--- src/rtl/rv32i_types.sv ---
// ============================================================================
// Module      : rv32i_types
// Description : Shared enums and constants for the pipelined RV32I core.
// Revision    : 1.0
// ============================================================================
`default_nettype none

package rv32i_types;

  localparam int MASK_WIDTH = 4;

  typedef enum logic [1:0] {
    IDLE   = 2'd0,
    I_BUSY = 2'd1,
    D_BUSY = 2'd2
  } arb_state_t;

endpackage

`default_nettype wire

--- src/rtl/mem_arbiter.sv ---
// ============================================================================
// Module      : mem_arbiter
// Description : Round-robin arbiter sharing one memory port between IF and MEM.
// Revision    : 1.0
// ============================================================================
`default_nettype none

module mem_arbiter
  import rv32i_types::*;
#(
  parameter int ADDR_WIDTH = 32,
  parameter int DATA_WIDTH = 32
) (
  input  logic                  clk,
  input  logic                  rst,
  input  logic                  i_read,
  input  logic [ADDR_WIDTH-1:0] i_addr,
  output logic [DATA_WIDTH-1:0] i_rdata,
  output logic                  i_resp,
  input  logic                  d_read,
  input  logic                  d_write,
  input  logic [ADDR_WIDTH-1:0] d_addr,
  input  logic [DATA_WIDTH-1:0] d_wdata,
  input  logic [MASK_WIDTH-1:0] d_wmask,
  output logic [DATA_WIDTH-1:0] d_rdata,
  output logic                  d_resp,
  output logic                  mem_read,
  output logic                  mem_write,
  output logic [ADDR_WIDTH-1:0] mem_addr,
  output logic [DATA_WIDTH-1:0] mem_wdata,
  output logic [MASK_WIDTH-1:0] mem_wmask,
  input  logic [DATA_WIDTH-1:0] mem_rdata,
  input  logic                  mem_resp
);

  typedef struct packed {
    logic [ADDR_WIDTH-1:0] addr;
    logic [DATA_WIDTH-1:0] wdata;
    logic [MASK_WIDTH-1:0] wmask;
    logic                  is_write;
  } req_t;

  arb_state_t r_state;
  arb_state_t w_next;
  req_t       r_req;
  logic       r_last_d;
  logic       r_i_done;
  logic       r_d_done;
  logic       w_i_pend;
  logic       w_d_pend;
  logic       w_grant_i;
  logic       w_grant_d;

  // Done bits hide a request still held during its own response cycle.
  assign w_i_pend  = i_read && !r_i_done;
  assign w_d_pend  = (d_read || d_write) && !r_d_done;
  assign w_grant_i = (r_state == IDLE) && w_i_pend && (!w_d_pend || r_last_d);
  assign w_grant_d = (r_state == IDLE) && w_d_pend && !w_grant_i;

  always_ff @(posedge clk) begin
    if (!rst) begin
      r_state <= IDLE;
    end else begin
      r_state <= w_next;
    end
  end

  always_comb begin
    w_next = r_state;
    case (r_state)
      IDLE: begin
        if (w_grant_i) begin
          w_next = I_BUSY;
        end else if (w_grant_d) begin
          w_next = D_BUSY;
        end
      end
      I_BUSY:  if (mem_resp) w_next = IDLE;
      D_BUSY:  if (mem_resp) w_next = IDLE;
      default: w_next = IDLE;
    endcase
  end

  always_ff @(posedge clk) begin
    if (!rst) begin
      r_req    <= '0;
      r_last_d <= 1'b1;
      r_i_done <= 1'b0;
      r_d_done <= 1'b0;
    end else begin
      r_i_done <= (r_state == I_BUSY) && mem_resp;
      r_d_done <= (r_state == D_BUSY) && mem_resp;
      if (w_grant_i) begin
        r_req.addr     <= i_addr;
        r_req.wdata    <= '0;
        r_req.wmask    <= '0;
        r_req.is_write <= 1'b0;
        r_last_d       <= 1'b0;
      end else if (w_grant_d) begin
        r_req.addr     <= d_addr;
        r_req.wdata    <= d_wdata;
        r_req.wmask    <= d_wmask;
        r_req.is_write <= d_write;
        r_last_d       <= 1'b1;
      end
    end
  end

  // Gating by rst drops the strobe in the very cycle reset is applied.
  always_comb begin
    mem_read  = 1'b0;
    mem_write = 1'b0;
    mem_addr  = '0;
    mem_wdata = '0;
    mem_wmask = '0;
    i_resp    = 1'b0;
    i_rdata   = '0;
    d_resp    = 1'b0;
    d_rdata   = '0;
    if (rst) begin
      case (r_state)
        I_BUSY: begin
          mem_read = 1'b1;
          mem_addr = r_req.addr;
          if (mem_resp) begin
            i_resp  = 1'b1;
            i_rdata = mem_rdata;
          end
        end
        D_BUSY: begin
          mem_read  = !r_req.is_write;
          mem_write = r_req.is_write;
          mem_addr  = r_req.addr;
          mem_wdata = r_req.wdata;
          mem_wmask = r_req.wmask;
          if (mem_resp) begin
            d_resp  = 1'b1;
            d_rdata = mem_rdata;
          end
        end
        default: begin
        end
      endcase
    end
  end

  ERR_RW: assert property (@(posedge clk) disable iff (!rst) !(d_read && d_write));

endmodule

`default_nettype wire

--- config.mk ---
export PLATFORM = sky130hd
export DESIGN_NAME = mem_arbiter
export DESIGN_NICKNAME = d
export VERILOG_FILES = /design/src/rtl/rv32i_types.sv /design/src/rtl/mem_arbiter.sv
export SDC_FILE = /design/constraint.sdc
export NUM_CORES = 1
export LEC_CHECK = 0
export CAP_MARGIN = 20
export CORE_ASPECT_RATIO = 0.75
export CORE_MARGIN = 4
export CORE_UTILIZATION = 41
export CTS_CLUSTER_DIAMETER = 30
export DETAILED_ROUTE_END_ITERATION = 16
export HOLD_SLACK_MARGIN = 0.08
export PLACE_DENSITY_LB_ADDON = 0.1
export SLEW_MARGIN = 40
export SYNTH_ARGS = -nofsm -noshare
export SYNTH_HDL_FRONTEND = slang
export SYNTH_SLANG_ARGS = --single-unit
--- constraint.sdc ---
create_clock -name clk -period 5 [get_ports clk]
set_input_delay 1 -clock clk [delete_from_list [all_inputs] [get_ports clk]]
set_output_delay 1 -clock clk [all_outputs]
set_load 0.02 [all_outputs]
* Word level (Yosys, flattened, before mapping)
Index checks and enable logic that the tools add are counted.
Word-level totals: bits in registers 74, bits of input ports 138, output and inout port bits 136
Cells by class: equality and inequality tests 4, multiplexer cells 28, bitwise operators 1, reduce and logical (&&, ||, !) cells 20
Operators by type and width (count):
- two-way mux 32 bit | 9
- two-way mux 69 bit | 2
- two-way mux 1 bit | 10
- logical AND 1 bit | 8
- two-way mux 4 bit | 2
- two-way mux 2 bit | 3
- zero test 1 bit | 5
- one-hot mux 2 bit (2 select lines) | 1
- OR reduction 2 bit | 2
- inequality test 3 bit, second input constant | 1
- == test 2 x 1 -> 1 bit, second input constant | 1
- == test 2 bit, second input constant | 1
- zero test 2 bit | 1
- logical OR 1 bit | 2
- inequality test 2 x 1 -> 1 bit, second input constant | 1
- one-hot mux 1 bit (2 select lines) | 1
- AND reduction 2 bit | 1
- nonzero test 2 bit | 1
- inverter 1 bit | 1

* Depth between registers and ports, before layout
depth after elaboration 10, depth in mapped cells 9, mapped depth without buffers 5

* Worst setup path after synthesis
OpenSTA, ideal clock, no wires.
path type in2out, from in rst, to out i_rdata[22], arrival 1.848 ns, required time 4.000 ns, slack 2.152 ns, cell stages on the path 3, buffers on the path 1, cell sequence and3_1 > clkbuf_1 > and2_1
On the way: word-level cells in the longest chain between the ends 1
Ends and longest elaborated chain:
- start: declaration | line mem_arbiter.sv:15 | input logic rst,
- two-way mux 32 bit | line mem_arbiter.sv:120 | if (rst) begin
- end: declaration | line mem_arbiter.sv:18 | output logic [DATA_WIDTH-1:0] i_rdata,
Every way passes these cells.

* Worst setup path after layout
from in mem_resp, to out i_rdata[17]
On the way: word-level cells in the longest chain between the ends 3
Ends and longest elaborated chain:
- start: declaration | line mem_arbiter.sv:33 | input logic mem_resp
- two-way mux 32 bit | line mem_arbiter.sv:125 | if (mem_resp) begin
- two-way mux 32 bit | line mem_arbiter.sv:121 | case (r_state)
- two-way mux 32 bit | line mem_arbiter.sv:120
Every way passes these cells.

==> out/results.tsv <==
metric	value	unit
p_total	0.002966	W
holdBufCountCts	0	
drive_above_1_share	4.242	%
antenna_found_initial	0	
fmax	256.3	MHz
drc_errors	0	
cts_resized	0	
dr.pass1.iters	4	
cp.arrival	2.90	ns
gp_congestion	0.9425	
synth_compound_area_share	26.02	%
ir_drop	0.3197	mV
clock_latency	0.33	ns
status	completed	
drt_wl_total	18140	um
rows	32	
required	4.00	ns
critical_path.startpoint_type	input pin	
vias	5303	
setup-tns-final	0	ns
area_growth	66.58	%
cts_buffer_depth	2	
grt_max_degree	72	
netlist.area_leader.share	33.05	%
routed_via_density	5.802	
fin_hold_ws	0.4791	ns
maxSlewViolCount	0	
dr.first_iter.drc_count	339	
fin_crit_sh	78.04	%
synth.net_count	694	
final_antenna_net_count	0	
synth_mux_area_share	0	%
cts_made_buffers	9	
synth.area.top_cells	dfxtp_1 (33%), and2_1 (13%), and3_1 (10%)	
p_per_area	397.2	mW/mm^2
portBuffers	273	
worst_pin_slew	0.7587	ns
dp_hpwl	12260	um
finalSetupViolations	0	
syn_avg_cell_area	8.105	um^2
die_h	98.55	um
hold_violations	0	
synth_simple_gate_area_share	31.49	%
synth_top_cell_by_area	dfxtp_1	
grt_setup_unrepaired	no	
synth_xor_area_share	0	%
cap_violations	0	
core	0.01049	mm^2
maxSlewHeadroom	49.42	%
gr-total-overflow	0	
htree_num_levels	3	
cp_max_fo	33	
netlist_area	0.004482	mm^2
nets	914	
globalRouteTotalUtil	26.95	%
netlist_instances	553	
synth.ff_latch_count	74	
ys_types	32	
first_global_vias	5276	
ys_warn_count	0	
die_w	128.7	um
grt_pass1_wl	27870	um
cts_tree	done	
stdcell_area	0.007466	mm^2
die_area	0.01269	mm^2
synth-adder-area-share	0.8375	%
cts.sinks	74	
place_area	0.007102	mm^2
crit_type	in2out	
leakage	2.930	nW
postCtsSetupBuffers	0	
crit_path_end_kind	output pin	
final_util	71.17	%
start_util	42.72	%
antennaDiodeCount	0	
min_path_type	reg2reg	
min_period	3.902	ns
cts-root-buf	clkbuf_16	
post_drt_wl_per_cell	19.85	um
finClkSkew	0.004993	ns
ioPinCount	274	
yosysSeqAreaShare	33.05	%
synth_top_family_by_area	simple AND/OR/NAND/NOR gates	
clk_pin_slew	0.06	ns
## registers in the layout, indices dropped and copies added (netlist names)
name      flops
r_last_d      1
r_d_done      1
r_i_done      1
r_req        69
r_state       2
## cell type report
class                   instances  area (um^2)
inverters                       6        25.02
clock inverters                 4        98.84
repair buffers                282         2798
flip-flops and latches         74         1483
fillers                       816         3024
well taps                     136        170.2
multi-input cells             400         2645
clock buffers                  12        246.5
## where the power goes
group	total, W	leakage, nW	switching (W)	internal [W]
clock	0.000749	0.167	0.000247	0.000502
combinational	0.00133	2.15	0.000803	0.000529
sequential	0.000885	0.609	0.000117	0.000768
## cells by family (layout without fill, tap and decap cells)
| group | after synthesis | in the layout |
|---|---|---|
| adders and majority gates | 3 | 3 |
| DFF | 74 | 74 |
| AOI/OAI and AO/OA | 150 | 150 |
| buffers and inverters | 79 | 304 |
| and+or+nand+nor | 247 | 247 |
## cells in the mapped netlist (all sizes together)
library cell	instances
a22oi	1
o211ai	1
a211oi	38
nand3b	1
o21ba	1
a2111oi	32
ha	3
nand2b	1
o32ai	1
and3b	1
o21bai	1
a31oi	1
a221o	32
nand3	38
nand2	35
buf	20
nor2	1
dfxtp	74
and2	96
nor2b	1
a21oi	2
o21a	1
o21ai	38
clkbuf	53
o2111ai	1
and3	73
inv	6
## worst max-delay path, cell delays in order
cell,delay (ns)
clkdlybuf4s50_1,0.53
and3_2,0.53
and2_1,0.21
clkdlybuf4s50_1,0.62
## path summary, 6_finish.rpt
check             slack [ns]  depth (start not counted)                endpoint                     from
setup / recovery        1.10                          4             i_rdata[17]                 mem_resp
hold / removal          0.48                          1  r_req[38]$_SDFFE_PN0P_   r_req[38]$_SDFFE_PN0P_
setup reg to reg        2.06                          7  r_req[13]$_SDFFE_PP0N_  r_state[0]$_SDFFE_PN0P_
hold reg to reg         0.48                          1  r_req[38]$_SDFFE_PN0P_   r_req[38]$_SDFFE_PN0P_
## layout by cell type, fill, tap and decap left out, types with 2 or more instances in the layout
cell type        count
clkdlybuf4s50_1    272
and2_1              96
dfxtp_1             73
and3_1              71
nand3_1             38
o21ai_0             38
a211oi_1            37
nand2_1             35
a2111oi_0           32
a221o_1             32
buf_4               10
clkbuf_16            9
inv_1                5
bufinv_16            3
and3_2               2
a21oi_1              2
ha_1                 2
clkbuf_1             2
## metal layers
metal  track usage [%]  vias to the layer above  part of all wire (%)  wire (um)
met5                 0                        -                     0          0
met4             8.555                        0                   2.5        461
met3             9.534                       34                   9.8       1773
met2             44.51                      276                    49       8823
met1             32.83                     2518                    39       7082
li1                  -                     2475                     -          -
## through the flow
stage | setup slack, ns | instances
global route | 0.9621 | 914
global placement | 0.8859 | 898
CTS | 0.7654 | 914
floorplan | 2.152 | 553
detailed placement | 0.7691 | 898
finish | 1.098 | 914
(Power assumes the default switching activity.)
